--- config.mk ---
export PLATFORM = sky130hd
export DESIGN_NAME = axi4s_prbs_err_mon_flat
export DESIGN_NICKNAME = d
export VERILOG_FILES = /design/src/rtl/axi4s_prbs_err_mon_if.sv /design/src/rtl/axi4s_prbs_err_mon.sv /design/src/flat_wrapper.sv
export SDC_FILE = /design/constraint.sdc
export NUM_CORES = 1
export LEC_CHECK = 0
export CAP_MARGIN = 20
export CORE_ASPECT_RATIO = 0.5
export CORE_MARGIN = 2
export CORE_UTILIZATION = 47
export DETAILED_ROUTE_END_ITERATION = 6
export PLACE_DENSITY = 0.76
export RECOVER_POWER = 50
export SYNTH_ARGS = -nofsm -noshare
export SYNTH_HDL_FRONTEND = slang
export SYNTH_SLANG_ARGS = --single-unit
--- constraint.sdc ---
create_clock -name aclk -period 2.35 [get_ports aclk]
set_input_delay 0.235 -clock aclk [delete_from_list [all_inputs] [get_ports aclk]]
set_output_delay 0.235 -clock aclk [all_outputs]
set_load 0.005 [all_outputs]
--- src/rtl/axi4s_prbs_err_mon_if.sv ---
// AXI4-Stream bundle carrying PRBS error words (1 = bit error) into the monitor.
interface axi4s_prbs_err_mon_if #(
  parameter int TDATA_WIDTH = 8
) ();
  logic                   target_tvalid;
  logic                   target_tready;
  logic [TDATA_WIDTH-1:0] target_tdata;
  logic                   target_tlast;

  modport master (output target_tvalid, target_tdata, target_tlast, input target_tready);
  modport slave  (input target_tvalid, target_tdata, target_tlast, output target_tready);
endinterface

--- src/rtl/axi4s_prbs_err_mon.sv ---
// PRBS error monitor: two-stage popcount pipeline feeding a SEARCH/LOCKED
// tracker and saturating bit/error/frame/loss counters for BER readout.
module axi4s_prbs_err_mon #(
  parameter int TDATA_WIDTH = 8,
  parameter int CNT_WIDTH   = 32,
  parameter int LOCK_CNT    = 16,
  parameter int LOSS_THRESH = 4
) (
  input  logic                       aclk,
  input  logic                       areset,
  input  logic                       clear,
  axi4s_prbs_err_mon_if.slave        target,
  output logic                       locked,
  output logic [CNT_WIDTH-1:0]       bit_cnt,
  output logic [CNT_WIDTH-1:0]       err_cnt,
  output logic [CNT_WIDTH-1:0]       frame_cnt,
  output logic [CNT_WIDTH-1:0]       loss_cnt
);
  localparam int PW  = $clog2(TDATA_WIDTH + 1);
  localparam int OKW = $clog2(LOCK_CNT + 1);
  localparam int BDW = $clog2(LOSS_THRESH + 1);
  localparam logic [CNT_WIDTH-1:0] CMAX    = '1;
  localparam logic [CNT_WIDTH:0]   BIT_INC = (CNT_WIDTH+1)'(TDATA_WIDTH);

  typedef enum logic {S_SEARCH = 1'b0, S_LOCKED = 1'b1} state_t;

  logic                   r_ready;
  logic [1:0]             r_vld_pipe;
  logic [TDATA_WIDTH-1:0] r_s1_data;
  logic                   r_s1_last;
  logic [PW-1:0]          r_s2_pop;
  logic                   r_s2_last;
  state_t                 r_state;
  logic [OKW-1:0]         r_ok_run;
  logic [BDW-1:0]         r_bad_run;
  logic [CNT_WIDTH-1:0]   r_bit_cnt, r_err_cnt, r_frame_cnt, r_loss_cnt;

  logic                   w_accept;
  logic [PW-1:0]          w_pop;
  logic                   w_beat, w_perr, w_ok_hit, w_bad_hit;
  state_t                 w_state_nxt;
  logic                   w_count, w_loss;

  function automatic logic [CNT_WIDTH-1:0] sat_add(input logic [CNT_WIDTH-1:0] a,
                                                   input logic [CNT_WIDTH:0]   b);
    logic [CNT_WIDTH:0] s;
    s = {1'b0, a} + b;
    return s[CNT_WIDTH] ? CMAX : s[CNT_WIDTH-1:0];
  endfunction

  assign w_accept             = target.target_tvalid && r_ready;
  assign target.target_tready = r_ready;

  always_comb begin
    w_pop = '0;
    for (int i = 0; i < TDATA_WIDTH; i++) w_pop = w_pop + PW'(r_s1_data[i]);
  end

  // Stage 1 holds the accepted beat, stage 2 its popcount; no back-pressure.
  always_ff @(posedge aclk) begin
    if (areset) begin
      r_ready    <= 1'b0;
      r_vld_pipe <= '0;
      r_s1_data  <= '0;
      r_s1_last  <= 1'b0;
      r_s2_pop   <= '0;
      r_s2_last  <= 1'b0;
    end else begin
      r_ready    <= 1'b1;
      r_vld_pipe <= {r_vld_pipe[0], w_accept};
      r_s1_data  <= target.target_tdata;
      r_s1_last  <= target.target_tlast;
      r_s2_pop   <= w_pop;
      r_s2_last  <= r_s1_last;
    end
  end

  assign w_beat    = r_vld_pipe[1];
  assign w_perr    = (r_s2_pop != '0);
  assign w_ok_hit  = (r_ok_run  == OKW'(LOCK_CNT - 1));
  assign w_bad_hit = (r_bad_run == BDW'(LOSS_THRESH - 1));

  always_ff @(posedge aclk) begin
    if (areset) r_state <= S_SEARCH;
    else        r_state <= w_state_nxt;
  end

  always_comb begin
    w_state_nxt = r_state;
    case (r_state)
      S_SEARCH: if (w_beat && !w_perr && w_ok_hit) w_state_nxt = S_LOCKED;
      S_LOCKED: if (w_beat &&  w_perr && w_bad_hit) w_state_nxt = S_SEARCH;
      default:  w_state_nxt = S_SEARCH;
    endcase
  end

  always_comb begin
    locked  = (r_state == S_LOCKED);
    w_count = w_beat && (r_state == S_LOCKED);
    w_loss  = w_count && w_perr && w_bad_hit;
  end

  // Runs only move on processed beats, so idle cycles never break a run.
  always_ff @(posedge aclk) begin
    if (areset) begin
      r_ok_run  <= '0;
      r_bad_run <= '0;
    end else if (w_beat) begin
      if (r_state == S_SEARCH) r_ok_run  <= (w_perr || w_ok_hit)   ? '0 : r_ok_run + 1'b1;
      else                     r_bad_run <= (!w_perr || w_bad_hit) ? '0 : r_bad_run + 1'b1;
    end
  end

  // clear outranks a same-edge beat or loss event; FSM state is unaffected.
  always_ff @(posedge aclk) begin
    if (areset || clear) begin
      r_bit_cnt   <= '0;
      r_err_cnt   <= '0;
      r_frame_cnt <= '0;
      r_loss_cnt  <= '0;
    end else begin
      if (w_count) begin
        r_bit_cnt   <= sat_add(r_bit_cnt, BIT_INC);
        r_err_cnt   <= sat_add(r_err_cnt, (CNT_WIDTH+1)'(r_s2_pop));
        r_frame_cnt <= sat_add(r_frame_cnt, (CNT_WIDTH+1)'(r_s2_last));
      end
      if (w_loss) r_loss_cnt <= sat_add(r_loss_cnt, (CNT_WIDTH+1)'(1));
    end
  end

  assign bit_cnt   = r_bit_cnt;
  assign err_cnt   = r_err_cnt;
  assign frame_cnt = r_frame_cnt;
  assign loss_cnt  = r_loss_cnt;
endmodule

--- src/flat_wrapper.sv ---
// flat-port wrapper written by rule: the top's interface ports become plain ports
module axi4s_prbs_err_mon_flat 
#(
  parameter int TDATA_WIDTH = 8,
  parameter int CNT_WIDTH   = 32,
  parameter int LOCK_CNT    = 16,
  parameter int LOSS_THRESH = 4
)
  (aclk, areset, clear, locked, bit_cnt, err_cnt, frame_cnt, loss_cnt, target_target_tvalid, target_target_tdata, target_target_tlast, target_target_tready);
  axi4s_prbs_err_mon_if #(.TDATA_WIDTH(TDATA_WIDTH)) target_i ();
  input  logic aclk;
  input  logic areset;
  input  logic clear;
  output logic locked;
  output logic [CNT_WIDTH-1:0] bit_cnt;
  output logic [CNT_WIDTH-1:0] err_cnt;
  output logic [CNT_WIDTH-1:0] frame_cnt;
  output logic [CNT_WIDTH-1:0] loss_cnt;
  input wire logic [$bits(target_i.target_tvalid)-1:0] target_target_tvalid;
  input wire logic [$bits(target_i.target_tdata)-1:0] target_target_tdata;
  input wire logic [$bits(target_i.target_tlast)-1:0] target_target_tlast;
  output wire logic [$bits(target_i.target_tready)-1:0] target_target_tready;
  assign target_i.target_tvalid = target_target_tvalid;
  assign target_i.target_tdata = target_target_tdata;
  assign target_i.target_tlast = target_target_tlast;
  assign target_target_tready = target_i.target_tready;
  axi4s_prbs_err_mon #(.TDATA_WIDTH(TDATA_WIDTH), .CNT_WIDTH(CNT_WIDTH), .LOCK_CNT(LOCK_CNT), .LOSS_THRESH(LOSS_THRESH)) u_core (.aclk(aclk), .areset(areset), .clear(clear), .target(target_i), .locked(locked), .bit_cnt(bit_cnt), .err_cnt(err_cnt), .frame_cnt(frame_cnt), .loss_cnt(loss_cnt));
endmodule
; Yosys cells after proc, flatten, opt, wreduce, memory -nomap -nowiden
; Cells that the tools add are included.
[word_totals]
register_bits = 154
out_inout_bits = 130
wordCells = 54
[classes]
add_sub_neg = 13
eq_ne = 2
mux = 10
n_bitwise = 1
reduce_logical = 15
[ops]
columns = cell, n
row1 = 32-bit 2-to-1 mux, 4
row2 = 32-bit by 1-bit adder with 33-bit output, 1
row3 = "32-bit by 1-bit adder with 33-bit output, second input constant", 1
row4 = 32-bit by 4-bit adder with 33-bit output, 1
row5 = "32-bit by 4-bit adder with 33-bit output, second input constant", 1
row6 = 4-bit by 1-bit adder with 4-bit output, 6
row7 = 1-bit logical AND, 8
row8 = "5-bit by 1-bit adder with 5-bit output, second input constant", 1
row9 = "5-bit by 4-bit equality test with 1-bit output, second input constant", 1
row10 = 5-bit 2-to-1 mux, 1
row11 = 2-bit AND reduction, 2
row12 = 4-bit nonzero test, 1
row13 = "3-bit by 1-bit adder with 3-bit output, second input constant", 1
row14 = "3-bit by 2-bit equality test with 1-bit output, second input constant", 1
row15 = 1-bit logical OR, 3
row16 = 1-bit 2-to-1 mux, 3
row17 = 3-bit 2-to-1 mux, 1
row18 = 1-bit by 1-bit adder with 2-bit output, 1
row19 = 1-bit case mux with 2 select lines, 1
row20 = 1-bit logical NOT, 1
row21 = 1-bit inverter, 1

; Logic depth before layout (Yosys ltp)
[logic_depth]
depth_word = 7
mapped_depth = 10
ltp_nobuf = 10

; Least setup slack after synthesis
; Ideal clock, no wire load.
[synth_path]
path_type = reg2reg
start = register u_core.r_s1_data[0]
end = register u_core.r_s2_pop[1]
setup_time_ns = 0.067
arrival_ns = 2.471
required_time_ns = 2.283
path_slack_ns = -0.188
path_stages_with_launch = 10
n_path_buf = 0
synth_period_minus_slack_ns = 2.538
path_cell_list = dfxtp_1 ha_1 inv_1 fa_1 fa_1 inv_1 fa_1 inv_1 fa_1 nor2_1
[synth_between]
elab_chain_len = 7
[synth_lines]
columns = element, line_no
row1 = "start, declared", axi4s_prbs_err_mon.sv:29  ; logic [TDATA_WIDTH-1:0] r_s1_data;
row2 = "start signal, assigned", axi4s_prbs_err_mon.sv:71  ; r_s1_data <= target.target_tdata;
row3 = 1-bit by 1-bit adder with 2-bit output, axi4s_prbs_err_mon.sv:56  ; for (int i = 0; i < TDATA_WIDTH; i++) w_pop = w_pop + PW'(r_s1_data[i]);
row4 = 4-bit by 1-bit adder with 4-bit output (6 in a row), axi4s_prbs_err_mon.sv:56
row5 = "end signal, assigned", axi4s_prbs_err_mon.sv:73  ; r_s2_pop <= w_pop;
row6 = "end, declared", axi4s_prbs_err_mon.sv:31  ; logic [PW-1:0] r_s2_pop;
; Every way passes these cells.
; A chain may end at the register's enable or synchronous reset.

; Worst setup path in the final report
; Same ends and word-level chain as after synthesis.

==> impl_metrics.yaml <==
grt:
  gr-usage-met3_pct: 5.11
  grt-busiest-layer: "met2"
  met2_usage_pct: 35.7
  grt_pass1_wl_mm: 29.7
  gr-usage-met1_pct: 28.5
  grt-ovfl-total: 0
  grt.total_usage_pct: 21.5
  grt_max_degree: 60
  antenna_found_initial: 0
  grt_pass1_vias: 6078
worst_setup_path:
  cp_top_family: "adder cells"
  critPathMaxFanout: 2
  cp_common_cell: "fa_1"
  cp.required_ns: 2.69
  critPathLaunch: "u_core.r_s1_data[0]"
  critical_path_arrival_ns: 2.90
  crit_path_end_kind: "flip-flop"
  r2r_start: "u_core.r_s1_data[0]"
  crit_type: "reg -> reg"
  path_cells: "ha_4 -> inv_2 -> fa_1 -> fa_1 -> inv_1 -> fa_2 -> inv_2 -> fa_1 -> nor2_1"
  worst_path_max_delay_cell: "fa_1"
  timing.critical_path.buf_inv: 3
  start_kind: "flip-flop"
  critPathMaxStageDelay_ns: 0.49
logic_synthesis:
  ys_seq_area_share_pct: 41.5
  synth_edf_count: 0
  synthFlopType: "dfxtp_1"
  synth_largest_area_cell: "dfxtp_1"
  synthesis.nets: 843
  synth.distinct_cells: 63
  ys_async_sr_fraction_pct: 0
  syn_inst: 810
  synth_area_leaders: "dfxtp_1, a21oi_1, xnor2_1"
  synth_warnings: 0
  synth_area_um2: 7330
  ys_ff_latch: 152
  yosysTopAreaCellShare_pct: 41.5
  avgSynthCellArea_um2: 9.05
final_layout:
  final_common_cell: "dfxtp_1"
  antenna_cells: 0
  design_area_um2: 9670
  seqCellArea_um2: 3050
  syn2layout_area_growth_pct: 31.9
  fill_cells: 1310
  final_layout_size_suffix_gt1_share_pct: 10.7
  fin_nets: 991
  multi_input_area_um2: 3980
  final_cell_mix: "dfxtp_1, dlygate4sd3_1, a21oi_1"
sta:
  relSlewSlack_pct: 56.7
  tns_ns: -0.397
  fin_crit_ns: 2.56
  finalClockSkew_ns: 0.0112
  min_period_over_period_pct: 109
  finalSetupViolations: 2
  final_hold_viol_count: 0
  rsz0062_at_grt: "yes"
  layout_setup_ws_ns: -0.207
  worstMarginPinSlew_ns: 0.643
  slew_violations: 0
  fmax_mhz: 391
min_path:
  hp-start: "target_target_tdata[0]"
  hold_class: "in -> reg"
pwr:
  power.leakage_nw: 3.76
  p_per_area_nw_per_um2: 581
  ir_drop_v: 0.000445
placed_design:
  dpl_worst_slack_ns: -0.225
  place_hpwl_mm: 12.6
  place_congestion: 0.802
  dpl_cell_area_um2: 9050
  place.port_buffers: 142
clock_tree:
  clkTransAtPathRegs_ns: 0.06
  cts_setup_buffers: 0
  cts_tree: "built"
  cts_buffers: 17
  ctsHoldBuffers: 0
  htree_levels: 4
  clock_latency_ns: 0.41
  clkSinkCount: 152
  clockBufferDepth: 2
  clock-root-buffer: "clkbuf_16"
die:
  dieHeight_um: 92.3
  num_rows: 32
  initial_utilization_pct: 47.8
  die_area_um2: 16700
  coreArea_um2: 15300
  io-pin-count: 143
  die_w_um: 181
detailed_routing:
  viasPerCell: 5.61
  postRouteAntennaNets: 0
  dr.pass1.iters: 5
  dr_total_vias: 6588
  drc: 0
  wire_per_inst_um: 15.3
  drtIter0Drc: 330
  wl_mm: 18.0
flow_run:
  maxCapViolCount: 0
outcome:
  violations: "negative setup slack"
  status: "finished, violations left"
area by class of cell:
type                            count  area share [%]
Multi-Input combinational cell    584            41.1
Sequential cell                   152            31.5
Timing Repair Buffer              178            17.5
Clock buffer                       19            4.48
Tap cell                          204            2.64
Clock inverter                     13            1.76
Inverter                           25           0.971
logic make-up (layout without fill, tap and decap cells):
| family | Yosys count | count (layout) | synth area share, % |
|---|---|---|---|
| buf+inv | 74 | 235 | 4.73 |
| xor+xnor | 93 | 93 | 11.1 |
| mux | 4 | 4 | 0.563 |
| compound gates | 165 | 165 | 13.5 |
| flops | 152 | 152 | 41.5 |
| simple gates | 302 | 302 | 24.7 |
| fa+ha+maj | 20 | 20 | 3.93 |
per-layer routing:
| metal | share of wire (%) | wire length (µm) |
|---|---|---|
| met5 | 0 | 0 |
| met3 | 5.3 | 944 |
| met4 | 1.1 | 191 |
| met1 | 47 | 8430 |
| met2 | 47 | 8400 |
path summary, 6_finish.rpt:
path,endpoint,slack (ns),cells past startpoint
worst max register to register,u_core.r_s2_pop[1],-0.21,9
worst min register to register,u_core.r_bad_run[1],0.46,2
worst max-delay path,u_core.r_s2_pop[1],-0.21,9
worst min-delay path,u_core.r_s1_data[0],0.38,2
cells in the mapped netlist (8+ instances only):
master / instances
dfxtp_1: 152
a21oi_1: 107
xnor2_1: 48
nand2_1: 45
xor2_1: 45
nor2_1: 38
nand4_1: 37
nand3_1: 36
and3_1: 29
clkbuf_1: 28
inv_1: 25
nor4_1: 20
and4_1: 19
nor3_1: 19
a31oi_1: 16
ha_1: 15
nor2b_1: 15
buf_2: 9
o21ai_0: 8
per-stage QoR:
| step | util [%] | total power [W] | hold WS, ns | std cells |
|---|---|---|---|---|
| floorplan | - | 0.00280 | 0.363 | 810 |
| finish | 63.0 | 0.00562 | 0.382 | 1175 |
| global placement | 59.0 | 0.00286 | 0.435 | 1143 |
| CTS | 63.0 | 0.00566 | 0.374 | 1175 |
| global route | 63.0 | 0.00581 | 0.391 | 1175 |
| detailed placement | 59.0 | 0.00287 | 0.452 | 1143 |
power by group:
part | internal, W | switching (W)
clock | 0.00169 | 0.00111
combinational | 0.0000950 | 0.000116
sequential | 0.00260 | 0.0000163
flip-flops by register name (all words and copies together), names as in the netlist:
signal / cells
u_core.r_s2_last: 1
u_core.r_vld_pipe: 2
u_core.r_s1_last: 1
u_core.target.target_tready: 1
u_core.locked: 1
u_core.bit_cnt: 30
u_core.frame_cnt: 32
u_core.r_s1_data: 8
u_core.r_s2_pop: 4
u_core.err_cnt: 32
u_core.r_bad_run: 3
u_core.r_ok_run: 5
u_core.loss_cnt: 32
what timing repair did:
item / 4_1_cts / 5_1_grt
gates resized for setup: 0 / 8
pin swaps: 1 / 3
hold endpoints to repair: 0 / 0
setup endpoints to repair: 2 / 32
Power figures use the tool's default switching activity.
==> edit, RTL diff (config.mk and constraints unchanged) <==
`TDATA_WIDTH` is set to 8 in 3 places; all go to 16.
--- a/src/rtl/axi4s_prbs_err_mon_if.sv
+++ b/src/rtl/axi4s_prbs_err_mon_if.sv
@@ -1,6 +1,6 @@
 // AXI4-Stream bundle carrying PRBS error words (1 = bit error) into the monitor.
 interface axi4s_prbs_err_mon_if #(
-  parameter int TDATA_WIDTH = 8
+  parameter int TDATA_WIDTH = 16
 ) ();
   logic                   target_tvalid;
   logic                   target_tready;
--- a/src/rtl/axi4s_prbs_err_mon.sv
+++ b/src/rtl/axi4s_prbs_err_mon.sv
@@ -1,7 +1,7 @@
 // PRBS error monitor: two-stage popcount pipeline feeding a SEARCH/LOCKED
 // tracker and saturating bit/error/frame/loss counters for BER readout.
 module axi4s_prbs_err_mon #(
-  parameter int TDATA_WIDTH = 8,
+  parameter int TDATA_WIDTH = 16,
   parameter int CNT_WIDTH   = 32,
   parameter int LOCK_CNT    = 16,
   parameter int LOSS_THRESH = 4
--- a/src/flat_wrapper.sv
+++ b/src/flat_wrapper.sv
@@ -1,7 +1,7 @@
 // flat-port wrapper written by rule: the top's interface ports become plain ports
 module axi4s_prbs_err_mon_flat 
 #(
-  parameter int TDATA_WIDTH = 8,
+  parameter int TDATA_WIDTH = 16,
   parameter int CNT_WIDTH   = 32,
   parameter int LOCK_CNT    = 16,
   parameter int LOSS_THRESH = 4
Interface: changed (resized target_target_tdata); port bits go from 143 to 151. The function was not compared with the original's and may differ.
==> edit against the unedited design <==
The run still ends with setup timing left. Wire length rose by 4.9%. Critical path type unchanged. Final area increased by 5.4%. Sequential cell count grew 8. Clock skew rose by 3.7 ps. Setup slack worse by 1200 ps. Largest cell class unchanged. First-iteration DRC count rose by 15%. Via count up 1.9%. Synthesized area rose by 3.7%. Non-clock buffer count increased by 10. Synthesized cell count rose by 7.2%. Utilization up 2.2 points.
Power is not compared: it rests on default switching activity, and its combinational part moved more than twofold at a synthesized area within 25%.
==> edit: results (changes against the unedited design) <==
- Status: finished with violations
- Failing checks: setup timing
- N_diodes: 0 (unchanged)
- Synth top cells by count: dfxtp_1 (160), a21oi_1 (99), nor2_1 (80), nand2_1 (62), xnor2_1 (58)
- Max IR drop VDD: 0.470 mV
- Vias in the first global route: 6360 (+4.6%)
- Register area share after synthesis: 0.421 (+0.00624)
- HP Class: input port to flip-flop
- CTS clock-pin slew for the worst setup and hold paths: 60 ps (about the same)
- GRT Total Usage: 0.218 (+0.00239)
- Fraction of layout cells with a size suffix above 1: 0.104 (-0.00290)
- Synth area leaders: dfxtp_1 (42%), xnor2_1 (6.7%), a21oi_1 (6.5%)
- Critical path's slowest cell: fa_1
- Drt pass-1 iters: 5 (unchanged)
- Final WL: 18800 µm (+4.9%)
- Syn_nets: 918 (+8.9%)
- Largest net degree at the start of global routing: 77 (+28%)
- Worst setup margin: -1390 ps (-1180 ps)
- Clk_skew: 14.9 ps (+3.70 ps)
- Worst-path fanout max: 2 (unchanged)
- Detailed-route wire length per cell: 15.1 µm (-1.4%)
- Dpl hpwl: 13200 µm (+4.7%)
- YS warnings: 0 (unchanged)
- First-pass GRT wire length: 30500 µm (+2.6%)
- CTS max path bufs: 2 (unchanged)
- DR iter-0 viols: 381 (+15%)
- Port bufs: 150 (+5.6%)
- CP peak stage delay: 500 ps
- Final setup fails: 5 (+3)
- Number of fill cells: 1312 (+0.15%)
- Placed Cells: 1217 (+6.5%)
- Arrival time of the worst setup path: 4070 ps (+1170 ps)
- Critical path's top delay family: adder cells
- Synth unique cells: 53 (-16%)
- Via count: 6711 (+1.9%)
- Async S/R FF share, synth: 0 (unchanged)
- Setup TNS Final: -6570 ps (-6170 ps)
- P_leak: 3.48 nW
- Final Wtd Congestion: 0.798 (-0.57%)
- Nets: 1085 (+9.5%)
- Area post-placement: 0.00946 mm² (+4.4%)
- Clk_lat worst skew: 410 ps (about the same)
- Initial antenna violation count: 0 (unchanged)
- Average size of a mapped cell: 8.76 µm² (-3.2%)
- CTS root buf: clkbuf_16
- Max-slew violation count: 0 (unchanged)
- Slew @ Worst Pin: 821 ps (+178 ps)
[edit: worst paths after layout]
| path | start | endpoint | slack (ps) | depth (start not counted) |
|---|---|---|---|---|
| setup / recovery | u_core.r_s1_data[1] | u_core.r_s2_pop[1] | -1390 | 13 |
| hold / removal | target_target_tdata[0] | u_core.r_s1_data[0] | 370 | 2 |
| setup reg to reg | u_core.r_s1_data[1] | u_core.r_s2_pop[1] | -1390 | 13 |
| hold reg to reg | u_core.r_vld_pipe[0] | u_core.r_vld_pipe[1] | 450 | 1 |
[edit: layout make-up]
type,instances,area [µm²],share of cell area
Timing Repair Buffer,188,1810,0.178
Clock inverter,12,208,0.0204
Multi-Input combinational cell,622,4100,0.403
Clock buffer,18,429,0.0421
Sequential cell,160,3210,0.315
Tap cell,204,255,0.0251
Inverter,46,173,0.0170
[edit: timing repair]
item	4_1_cts	5_1_grt
gates resized for setup	6	14
pin swaps	3	12
setup buffers	0	3
setup endpoints to repair	6	47
[edit: where the power goes]
part | leakage (nW) | switching (mW) | internal [mW]
Sequential | 1.30 | 0.0341 | 2.76
Clock | 0.300 | 1.13 | 1.89
Combinational | 1.88 | 0.307 | 0.269
[edit: layer usage]
layer	global-route usage	routed length, µm	vias to the layer above
met1	0.284	8600	3244
li1	-	-	3328
met5	0	0	-
met3	0.0314	654	17
met2	0.374	9320	122
met4	0.0727	266	0
[edit: logic make-up after synthesis]
logic type,after synthesis,share of synthesized area
compound gates,155,0.114
xor+xnor,99,0.114
fa+ha+maj,29,0.0586
buf+inv,86,0.0492
flops,160,0.421
mux,6,0.00790
simple gates,333,0.234
